<file path="config.mk">
export PLATFORM = sky130hd
export DESIGN_NAME = pattern_match_mux_flat
export DESIGN_NICKNAME = d
export VERILOG_FILES = /design/src/rtl/pattern_match_mux_pkg.sv /design/src/rtl/pattern_match_mux_if.sv /design/src/rtl/pattern_match_mux_prio_enc.sv /design/src/rtl/pattern_match_mux.sv /design/src/flat_wrapper.sv
export SDC_FILE = /design/constraint.sdc
export NUM_CORES = 2
export LEC_CHECK = 0
export CELL_PAD_IN_SITES_DETAIL_PLACEMENT = 2
export CELL_PAD_IN_SITES_GLOBAL_PLACEMENT = 2
export CORE_ASPECT_RATIO = 1.5
export CORE_MARGIN = 1
export CORE_UTILIZATION = 40
export CTS_BUF_LIST = sky130_fd_sc_hd__clkbuf_16
export DETAILED_ROUTE_END_ITERATION = 7
export MAX_ROUTING_LAYER = met4
export PLACE_DENSITY = 0.79
export SLEW_MARGIN = 10
export SYNTH_ARGS = -nofsm -noshare
export SYNTH_HDL_FRONTEND = slang
export SYNTH_MEMORY_MAX_BITS = 65536
export SYNTH_SLANG_ARGS = --single-unit
</file>
<file path="constraint.sdc">
create_clock -name clk -period 14.9 [get_ports clk]
set_input_delay 4.47 -clock clk [delete_from_list [all_inputs] [get_ports clk]]
set_output_delay 4.47 -clock clk [all_outputs]
set_load 0.03 [all_outputs]
</file>
<file path="src/rtl/pattern_match_mux_pkg.sv">
// ============================================================================
// Module   : pmm_pkg
// Purpose  : Shared types, constants and helpers for pattern_match_mux.
//            Table keys are stored zero-extended to KEY_W_MAX bits so that a
//            single entry struct serves every KEY_W <= KEY_W_MAX. The unused
//            upper bits are constant zero and optimise away.
// Revision : 1.0  initial release
// ============================================================================
`default_nettype none

package pmm_pkg;

  localparam int MISS_CNT_W = 16;
  localparam int KEY_W_MAX  = 1024;

  // Index width for n channels, never narrower than one bit.
  function automatic int IDX_W(input int n);
    return (n > 2) ? $clog2(n) : 1;
  endfunction

  typedef struct packed {
    logic                 en;
    logic [KEY_W_MAX-1:0] key;
  } pmm_entry_t;

endpackage

`default_nettype wire

</file>
<file path="src/rtl/pattern_match_mux_if.sv">
// ============================================================================
// Module   : pattern_match_mux_if
// Purpose  : Configuration, key-input and result bus of pattern_match_mux.
//            master = key source / consumer side, slave = the selector.
//            miss_cnt exists only when PMM_MISS_CNT_EN is defined.
// Revision : 1.0  initial release
// ============================================================================
`default_nettype none

interface pattern_match_mux_if #(
  parameter int NUM_CH = 4,
  parameter int KEY_W  = 260,
  parameter int DATA_W = 1
) ();
  import pmm_pkg::*;

  localparam int IW = IDX_W(NUM_CH);

  logic                     cfg_we;
  logic [IW-1:0]            cfg_idx;
  logic [KEY_W-1:0]         cfg_key;
  logic                     cfg_en;
  logic                     in_valid;
  logic                     in_ready;
  logic [KEY_W-1:0]         in_key;
  logic [NUM_CH*DATA_W-1:0] in_data;
  logic                     out_valid;
  logic                     out_ready;
  logic [DATA_W-1:0]        out_data;
  logic                     out_hit;
  logic [IW-1:0]            out_idx;
  logic                     miss_sticky;
`ifdef PMM_MISS_CNT_EN
  logic [MISS_CNT_W-1:0]    miss_cnt;
`endif

  modport master (
    output cfg_we, cfg_idx, cfg_key, cfg_en, in_valid, in_key, in_data, out_ready,
    input  in_ready, out_valid, out_data, out_hit, out_idx, miss_sticky
`ifdef PMM_MISS_CNT_EN
    , input miss_cnt
`endif
  );

  modport slave (
    input  cfg_we, cfg_idx, cfg_key, cfg_en, in_valid, in_key, in_data, out_ready,
    output in_ready, out_valid, out_data, out_hit, out_idx, miss_sticky
`ifdef PMM_MISS_CNT_EN
    , output miss_cnt
`endif
  );

endinterface

`default_nettype wire

</file>
<file path="src/rtl/pattern_match_mux_prio_enc.sv">
// ============================================================================
// Module   : pmm_prio_enc
// Purpose  : Lowest-index-wins request vector to binary index encoder with a
//            hit flag. Index is 0 when no request is set.
// Revision : 1.0  initial release
// ============================================================================
`default_nettype none

module pmm_prio_enc
  import pmm_pkg::*;
#(
  parameter int N = 4
) (
  input  logic [N-1:0]        req_i,
  output logic [IDX_W(N)-1:0] idx_o,
  output logic                hit_o
);

  localparam int IW = IDX_W(N);

  // Scan from the top down so the lowest set request is the last one written.
  always_comb begin
    idx_o = '0;
    hit_o = |req_i;
    for (int i = N - 1; i >= 0; i--) begin
      if (req_i[i]) idx_o = IW'(i);
    end
  end

endmodule

`default_nettype wire

</file>
<file path="src/rtl/pattern_match_mux.sv">
// ============================================================================
// Module   : pattern_match_mux
// Purpose  : Registered key-match selector. Stage 1 compares the accepted key
//            against a programmable NUM_CH-entry pattern table; stage 2
//            priority-encodes the match vector and forwards the data of the
//            lowest matching channel (DEFAULT_DATA on a miss).
//            Optional: PMM_MISS_CNT_EN adds a saturating delivered-miss count.
//            KEY_W must not exceed pmm_pkg::KEY_W_MAX.
// Revision : 1.0  initial release
// ============================================================================
`default_nettype none

module pattern_match_mux
  import pmm_pkg::*;
#(
  parameter int                NUM_CH       = 4,
  parameter int                KEY_W        = 260,
  parameter int                DATA_W       = 1,
  parameter logic [DATA_W-1:0] DEFAULT_DATA = '0
) (
  input  logic                 clk,
  input  logic                 rst,
  pattern_match_mux_if.slave   bus
);

  localparam int IW = IDX_W(NUM_CH);

  pmm_entry_t               tbl_q [NUM_CH];

  logic                     s1_valid_q;
  logic [NUM_CH-1:0]        s1_match_q;
  logic [NUM_CH*DATA_W-1:0] s1_data_q;

  logic                     out_valid_q;
  logic [DATA_W-1:0]        out_data_q;
  logic                     out_hit_q;
  logic [IW-1:0]            out_idx_q;
  logic                     miss_sticky_q;

  logic [NUM_CH-1:0]        match_d;
  logic [IW-1:0]            enc_idx;
  logic                     enc_hit;
  logic [DATA_W-1:0]        sel_data_d;

  logic                     s2_free;
  logic                     s1_adv;
  logic                     in_ready;
  logic                     accept;

  assign s2_free  = ~out_valid_q | bus.out_ready;
  assign s1_adv   = s1_valid_q & s2_free;
  assign in_ready = ~s1_valid_q | s2_free;
  assign accept   = bus.in_valid & in_ready;

  // Pattern table; a write lands at the edge, so a same-cycle compare sees the old entry.
  always_ff @(posedge clk) begin
    if (rst) begin
      for (int i = 0; i < NUM_CH; i++) tbl_q[i] <= '0;
    end else if (bus.cfg_we) begin
      for (int i = 0; i < NUM_CH; i++) begin
        if (bus.cfg_idx == IW'(i)) begin
          tbl_q[i].en  <= bus.cfg_en;
          tbl_q[i].key <= KEY_W_MAX'(bus.cfg_key);
        end
      end
    end
  end

  // Per-entry compare of the offered key against the current table.
  always_comb begin
    match_d = '0;
    for (int i = 0; i < NUM_CH; i++) begin
      match_d[i] = tbl_q[i].en & (KEY_W_MAX'(bus.in_key) == tbl_q[i].key);
    end
  end

  // Stage 1: capture match vector and channel data on accept.
  always_ff @(posedge clk) begin
    if (rst) begin
      s1_valid_q <= 1'b0;
      s1_match_q <= '0;
      s1_data_q  <= '0;
    end else if (accept) begin
      s1_valid_q <= 1'b1;
      s1_match_q <= match_d;
      s1_data_q  <= bus.in_data;
    end else if (s1_adv) begin
      s1_valid_q <= 1'b0;
    end
  end

  pmm_prio_enc #(.N(NUM_CH)) u_prio_enc (
    .req_i (s1_match_q),
    .idx_o (enc_idx),
    .hit_o (enc_hit)
  );

  assign sel_data_d = enc_hit ? s1_data_q[int'(enc_idx) * DATA_W +: DATA_W] : DEFAULT_DATA;

  // Stage 2: registered result, held while the consumer stalls.
  always_ff @(posedge clk) begin
    if (rst) begin
      out_valid_q   <= 1'b0;
      out_data_q    <= DEFAULT_DATA;
      out_hit_q     <= 1'b0;
      out_idx_q     <= '0;
      miss_sticky_q <= 1'b0;
    end else if (s1_adv) begin
      out_valid_q <= 1'b1;
      out_data_q  <= sel_data_d;
      out_hit_q   <= enc_hit;
      out_idx_q   <= enc_idx;
      if (!enc_hit) miss_sticky_q <= 1'b1;
    end else if (bus.out_ready) begin
      out_valid_q <= 1'b0;
    end
  end

`ifdef PMM_MISS_CNT_EN
  logic [MISS_CNT_W-1:0] miss_cnt_q;

  // Count delivered misses, saturating at all-ones.
  always_ff @(posedge clk) begin
    if (rst) begin
      miss_cnt_q <= '0;
    end else if (out_valid_q && bus.out_ready && !out_hit_q && (miss_cnt_q != '1)) begin
      miss_cnt_q <= miss_cnt_q + 1'b1;
    end
  end

  assign bus.miss_cnt = miss_cnt_q;
`endif

  assign bus.in_ready    = in_ready;
  assign bus.out_valid   = out_valid_q;
  assign bus.out_data    = out_data_q;
  assign bus.out_hit     = out_hit_q;
  assign bus.out_idx     = out_idx_q;
  assign bus.miss_sticky = miss_sticky_q;

endmodule

`default_nettype wire

</file>
<file path="src/flat_wrapper.sv">
// flat-port wrapper written by rule: the top's interface ports become plain ports
module pattern_match_mux_flat import pmm_pkg::*;
#(
  parameter int                NUM_CH       = 4,
  parameter int                KEY_W        = 260,
  parameter int                DATA_W       = 1,
  parameter logic [DATA_W-1:0] DEFAULT_DATA = '0
)
  (clk, rst, bus_cfg_we, bus_cfg_idx, bus_cfg_key, bus_cfg_en, bus_in_valid, bus_in_key, bus_in_data, bus_out_ready, bus_in_ready, bus_out_valid, bus_out_data, bus_out_hit, bus_out_idx, bus_miss_sticky);
  pattern_match_mux_if #(.NUM_CH(NUM_CH), .KEY_W(KEY_W), .DATA_W(DATA_W)) bus_i ();
  input  logic clk;
  input  logic rst;
  input wire logic [$bits(bus_i.cfg_we)-1:0] bus_cfg_we;
  input wire logic [$bits(bus_i.cfg_idx)-1:0] bus_cfg_idx;
  input wire logic [$bits(bus_i.cfg_key)-1:0] bus_cfg_key;
  input wire logic [$bits(bus_i.cfg_en)-1:0] bus_cfg_en;
  input wire logic [$bits(bus_i.in_valid)-1:0] bus_in_valid;
  input wire logic [$bits(bus_i.in_key)-1:0] bus_in_key;
  input wire logic [$bits(bus_i.in_data)-1:0] bus_in_data;
  input wire logic [$bits(bus_i.out_ready)-1:0] bus_out_ready;
  output wire logic [$bits(bus_i.in_ready)-1:0] bus_in_ready;
  output wire logic [$bits(bus_i.out_valid)-1:0] bus_out_valid;
  output wire logic [$bits(bus_i.out_data)-1:0] bus_out_data;
  output wire logic [$bits(bus_i.out_hit)-1:0] bus_out_hit;
  output wire logic [$bits(bus_i.out_idx)-1:0] bus_out_idx;
  output wire logic [$bits(bus_i.miss_sticky)-1:0] bus_miss_sticky;
  assign bus_i.cfg_we = bus_cfg_we;
  assign bus_i.cfg_idx = bus_cfg_idx;
  assign bus_i.cfg_key = bus_cfg_key;
  assign bus_i.cfg_en = bus_cfg_en;
  assign bus_i.in_valid = bus_in_valid;
  assign bus_i.in_key = bus_in_key;
  assign bus_i.in_data = bus_in_data;
  assign bus_i.out_ready = bus_out_ready;
  assign bus_in_ready = bus_i.in_ready;
  assign bus_out_valid = bus_i.out_valid;
  assign bus_out_data = bus_i.out_data;
  assign bus_out_hit = bus_i.out_hit;
  assign bus_out_idx = bus_i.out_idx;
  assign bus_miss_sticky = bus_i.miss_sticky;
  pattern_match_mux #(.NUM_CH(NUM_CH), .KEY_W(KEY_W), .DATA_W(DATA_W), .DEFAULT_DATA(DEFAULT_DATA)) u_core (.clk(clk), .rst(rst), .bus(bus_i));
endmodule
</file>
==> results.txt, run 1 <==
----------------------------------------------------
[CTS]
  Cell at the root of the clock tree ... clkbuf_16
  CTS Buf Count ... approximately 110
  Resized cells post-CTS ... 0
  Maximum number of buffers from clock root to sink ... 3
  Clock H-tree levels ... 3
  Number of buffers inserted by post-CTS setup repair ... 0
  Clock Sink Count ... approximately 1.1k
  Hold buffers post-CTS ... 0

[Floorplan]
  Placement Rows ... 160
  I/O Pins ... 539
  Die height ... 440 um
  Die Span X ... 294 um
  Initial cell density of the core ... around 40%

[Yosys]
  Largest area contributor in the netlist ... edfxtp_1
  Portion of the post-synthesis area used by sequential elements ... between 60% and 70%
  Number of synthesized register bits ... 1,059
  Post-Synthesis Cells ... 4,051
  Synth Warn # ... 0
  Number of unique standard cell types used by synthesis ... 46
  Share of the synthesized area in the top cell type ... roughly three fifths
  Count of flip-flops with a built-in enable after synthesis ... 1,044
  Avg Cell Area, Syn ... 12.7 um^2
  Synthesized netlist net count ... 4,583
  Total standard cell area after synthesis ... 51,300 um^2
  Area contributors post-synth ... edfxtp_1, and2_1, xor2_1
  Commonest register cell after synthesis ... edfxtp_1
  Async set-reset flop share out of synthesis ... 0%

[Run status]
  Error message ... [ERROR GRT-0116] Global routing finished with congestion. Check the congestion regions in the DRC Viewer.
  Last flow stage reached ... global routing
  Result of the run ... aborted with a tool error

[Global route]
  GRT Overall Usage ... 65.3%
  Via count of the first global-routing pass ... ~49k
  Largest net degree at the start of global routing ... between 150 and 200
  Wire length of the first global-routing pass ... 528,000 um
  Overflow after GRT ... 12

[Place]
  GPL Wtd Cong ... 1.26
  Post-detailed-placement half-perimeter wirelength ... 306,000 um
  Worst setup slack after placement ... 4640 ps
  Count of port buffers added during placement ... 538

----------------------------------------------------
-- cells by family after synthesis --
logic type                count (synthesis)  share of synthesized area (%)
and+or+nand+nor                        1497                           18.0
AOI/OAI and AO/OA                       472                           7.22
xor gates and xnor gates                562                           9.60
DFF                                    1059                           61.8
buffers and inverters                   460                           3.37
muxes                                     1                         0.0439
-- layer usage --
layer  track usage (%)  overflow
met1              67.0         0
met2              86.8         9
met3              33.7         1
met4              66.1         2
met5                 -         -
-- synth_stat cells, types with 3 or more instances --
| master | n |
|---|---|
| a21oi_1 | 15 |
| nand3_1 | 16 |
| o22ai_1 | 145 |
| nor3_1 | 17 |
| o2bb2ai_1 | 86 |
| a2bb2oi_1 | 4 |
| edfxtp_1 | 1044 |
| nor2b_1 | 18 |
| o2111ai_1 | 23 |
| nor2_1 | 34 |
| nand2b_1 | 69 |
| xnor2_1 | 242 |
| o221ai_1 | 8 |
| nand2_1 | 22 |
| a211oi_1 | 4 |
| or4_1 | 5 |
| xor2_1 | 320 |
| a22o_1 | 65 |
| dfxtp_1 | 15 |
| nor4_1 | 145 |
| nand4_1 | 116 |
| o21ai_0 | 4 |
| a2111oi_0 | 17 |
| o21ai_1 | 3 |
| a222oi_1 | 4 |
| a221oi_1 | 76 |
| a31o_2 | 3 |
| clkbuf_1 | 154 |
| a2111o_1 | 3 |
| inv_2 | 20 |
| and2_1 | 1045 |
| inv_1 | 285 |
| a22oi_1 | 7 |
-- stage by stage --
stage,area [um^2],std cells
3_3_place_gp,59200,6235
3_5_place_dp,59200,6236
4_1_cts,62700,6437
2_1_floorplan,51300,4051
==> run 2, diff against run 1 <==
- CELL_PAD_IN_SITES_DETAIL_PLACEMENT: 2 -> unset
- CELL_PAD_IN_SITES_GLOBAL_PLACEMENT: 2 -> unset
- CORE_ASPECT_RATIO: 1.5 -> unset
- CORE_UTILIZATION: 40 -> 25
- CTS_BUF_LIST: sky130_fd_sc_hd__clkbuf_16 -> unset
- MAX_ROUTING_LAYER: met4 -> unset
- PLACE_DENSITY: 0.79 -> unset
- PLACE_DENSITY_LB_ADDON: unset -> 0.15
==> results.txt, run 2 <==
----------------------------------------------------
[Yosys]
  Largest area contributor in the netlist ... edfxtp_1
  Most frequent cell after synthesis ... and2_1
  Count of flip-flops with a built-in enable after synthesis ... 1,044
  Commonest register cell after synthesis ... edfxtp_1
  Synth Warn # ... 0
  Synthesized netlist net count ... 4,583
  Post-Synthesis Cells ... 4,051
  Area contributors post-synth ... edfxtp_1, and2_1, xor2_1
  Number of synthesized register bits ... 1,059
  Number of unique standard cell types used by synthesis ... between 40 and 50
  Async set-reset flop share out of synthesis ... 0%
  Avg Cell Area, Syn ... between 10 and 15 um^2
  Total standard cell area after synthesis ... a little over 50,000 um^2
  Ranking of synthesized cells by instance count ... and2_1, edfxtp_1, xor2_1, inv_1, xnor2_1
  Portion of the post-synthesis area used by sequential elements ... 61.8%
  Share of the synthesized area in the top cell type ... around three fifths

[Routing]
  Number of DRC violations after detailed routing ... 0
  DR iter-0 viols ... 6,417
  Mean number of vias per cell ... 5.43
  Antenna viol nets, final ... 0
  Detailed-routing iteration count for the pre-antenna-repair pass ... 5
  Detailed Route WL ... 429,000 um
  Vias after detailed routing ... 41.0k
  Post-detailed-route wirelength per cell ... 56.8 um

[Finish]
  Registers with the most flip-flops ... u_core.tbl_q (1044), u_core.s1_data_q (4), u_core.s1_match_q (4)
  Final instance count without filler cells ... 7,556
  Combined flip-flop and latch cell area ... 31,700 um^2
  Most frequent standard cell in the layout excluding fill and tap cells ... and2_1
  # nets final ... 5,274
  Most used cells in the layout excluding fill and tap cells ... and2_1, edfxtp_1, clkdlybuf4s50_1, xor2_1, inv_1
  Post-synthesis to final-layout area growth ... 27.7%
  Share of the core filled with cells in the final layout ... 32.3%
  Layout cells sized above 1 ... just under 9%
  Fill cell instance count of the final layout ... just over 20k
  Register containing the most flip-flops in the final layout ... u_core.tbl_q
  Area of the multi-input gates ... between 15,000 and 20,000 um^2
  Final instance area ... 65,500 um^2
  Max FFs per register ... 1,044

[CTS]
  Cell at the root of the clock tree ... clkbuf_16
  Clock H-tree levels ... 4
  Resized cells post-CTS ... 0
  CTS Buf Count ... 138
  Number of buffers inserted by post-CTS setup repair ... 0
  Clock tree from TritonCTS ... built
  Hold buffers post-CTS ... 0
  Clock Sink Count ... approximately 1.1k
  Clk_lat worst skew ... 840 ps
  CTS clk-pin slew, worst paths ... 60 ps
  Maximum number of buffers from clock root to sink ... 3

[Floorplan]
  Placeable Area ... ~200,000 um^2
  Die height ... 455 um
  Die Span X ... 455 um
  I/O Pins ... 539
  Initial cell density of the core ... 25.3%
  Area of the die ... 207,000 um^2
  Placement Rows ... 165

[STA]
  Clock skew ... 29.2 ps
  Smallest hold slack ... 459 ps
  RSZ-0062 raised after global routing ... false
  Highest attainable clock frequency ... 97.2 MHz
  Rel. slew slack ... 1.75%
  Slack of the critical path ... roughly 4600 ps
  Final count of hold timing violations ... 0
  Share of the clock period used by the worst path ... 69.0%
  TNS Setup ... 0 ps
  Final-report max-slew violation count ... 0
  Pin slew with the least headroom to its limit ... 1470 ps
  Post-layout min period ... between 10,000 and 15,000 ps
  Endpoints failing setup ... 0

[Global route]
  Largest net degree at the start of global routing ... 138
  Wire length of the first global-routing pass ... 511,000 um
  Antenna violations before repair ... 91
  GRT Overall Usage ... 40.8%
  Overflow after GRT ... 0
  Via count of the first global-routing pass ... roughly 38k

[Power]
  Static leakage ... approximately 23 nW
  Worst vdd ir ... 115 uV
  Total power per unit cell area ... 131 nW/um^2
  Overall power after layout ... 8.61 mW

[Setup path]
  Setup crit end kind ... primary output
  Maximum fanout along the worst path ... 4
  Crit Path Category ... primary input to primary output
  Worst Reg2Reg Path Length in Cells ... 7
  Worst endpoint data arrival time ... 5820 ps
  Data required time at the worst endpoint ... 10,430 ps
  Crit start category ... primary input

[Job]
  Count of max-cap constraint violations ... 0

[Place]
  GPL Wtd Cong ... roughly 1.0
  Post-detailed-placement half-perimeter wirelength ... 355,000 um
  Count of port buffers added during placement ... approximately 540
  Dpl cell area ... approximately 61,000 um^2
  Worst setup slack after placement ... between 4000 and 5000 ps
  Dpl cells ... 7,274

[Min path]
  Cells on Worst Hold Path ... 2
  Path class of the lowest-slack min-delay path ... register to register

[Run status]
  Result of the run ... complete, no violations

----------------------------------------------------
==> run 2: area by class of cell <==
class	count	area share, %
tap	2672	5.11
sequential	1059	48.4
multi-input combinational	2532	27.8
inverter	306	1.75
clock inverter	65	1.01
antenna	41	0.157
clock buffer	176	5.59
timing repair buffer	705	10.2
==> run 2: routing by layer <==
metal	up-vias	share of wire [%]	GRT usage [%]
met5	-	0.038	0
met4	24	6.4	22.9
met3	539	7.9	9.24
met2	2483	44	62.0
met1	21926	42	53.6
li1	16021	-	-
==> run 2: path summary, 6_finish.rpt <==
| kind | startpoint | endpoint | slack (ps) |
|---|---|---|---|
| worst max-delay path | bus_out_ready | bus_in_ready | 4610 |
| worst min-delay path | u_core.s1_data_q[2]$_SDFFE_PP0P_ | u_core.s1_data_q[2]$_SDFFE_PP0P_ | 460 |
| worst max register to register | u_core.tbl_q[0][167]$_SDFFCE_PN0P_ | u_core.s1_match_q[0]$_SDFFE_PP0P_ | 10870 |
| worst min register to register | u_core.s1_data_q[2]$_SDFFE_PP0P_ | u_core.s1_data_q[2]$_SDFFE_PP0P_ | 460 |
==> run 2: critical path: stages <==
cell,delay [ps]
clkdlybuf4s50_1,470
nand3b_1,170
clkdlybuf4s50_1,700
==> run 2: kinds of logic after synthesis <==
group                  after synthesis  synth area share (%)
AO/OA/AOI/OAI                      472                  7.22
XOR/XNOR                           562                  9.60
buffers and inverters              460                  3.37
flip-flops                        1059                  61.8
multiplexers                         1                0.0439
AND/OR/NAND/NOR                   1497                  18.0
==> run 2: report_power, final <==
part	total (mW)	internal [mW]	switching, mW
Clock	3.37	1.90	1.47
Sequential	3.75	3.51	0.239
Combinational	1.49	0.375	1.11
Total	8.61	5.78	2.82
(Power assumes the default switching activity.)
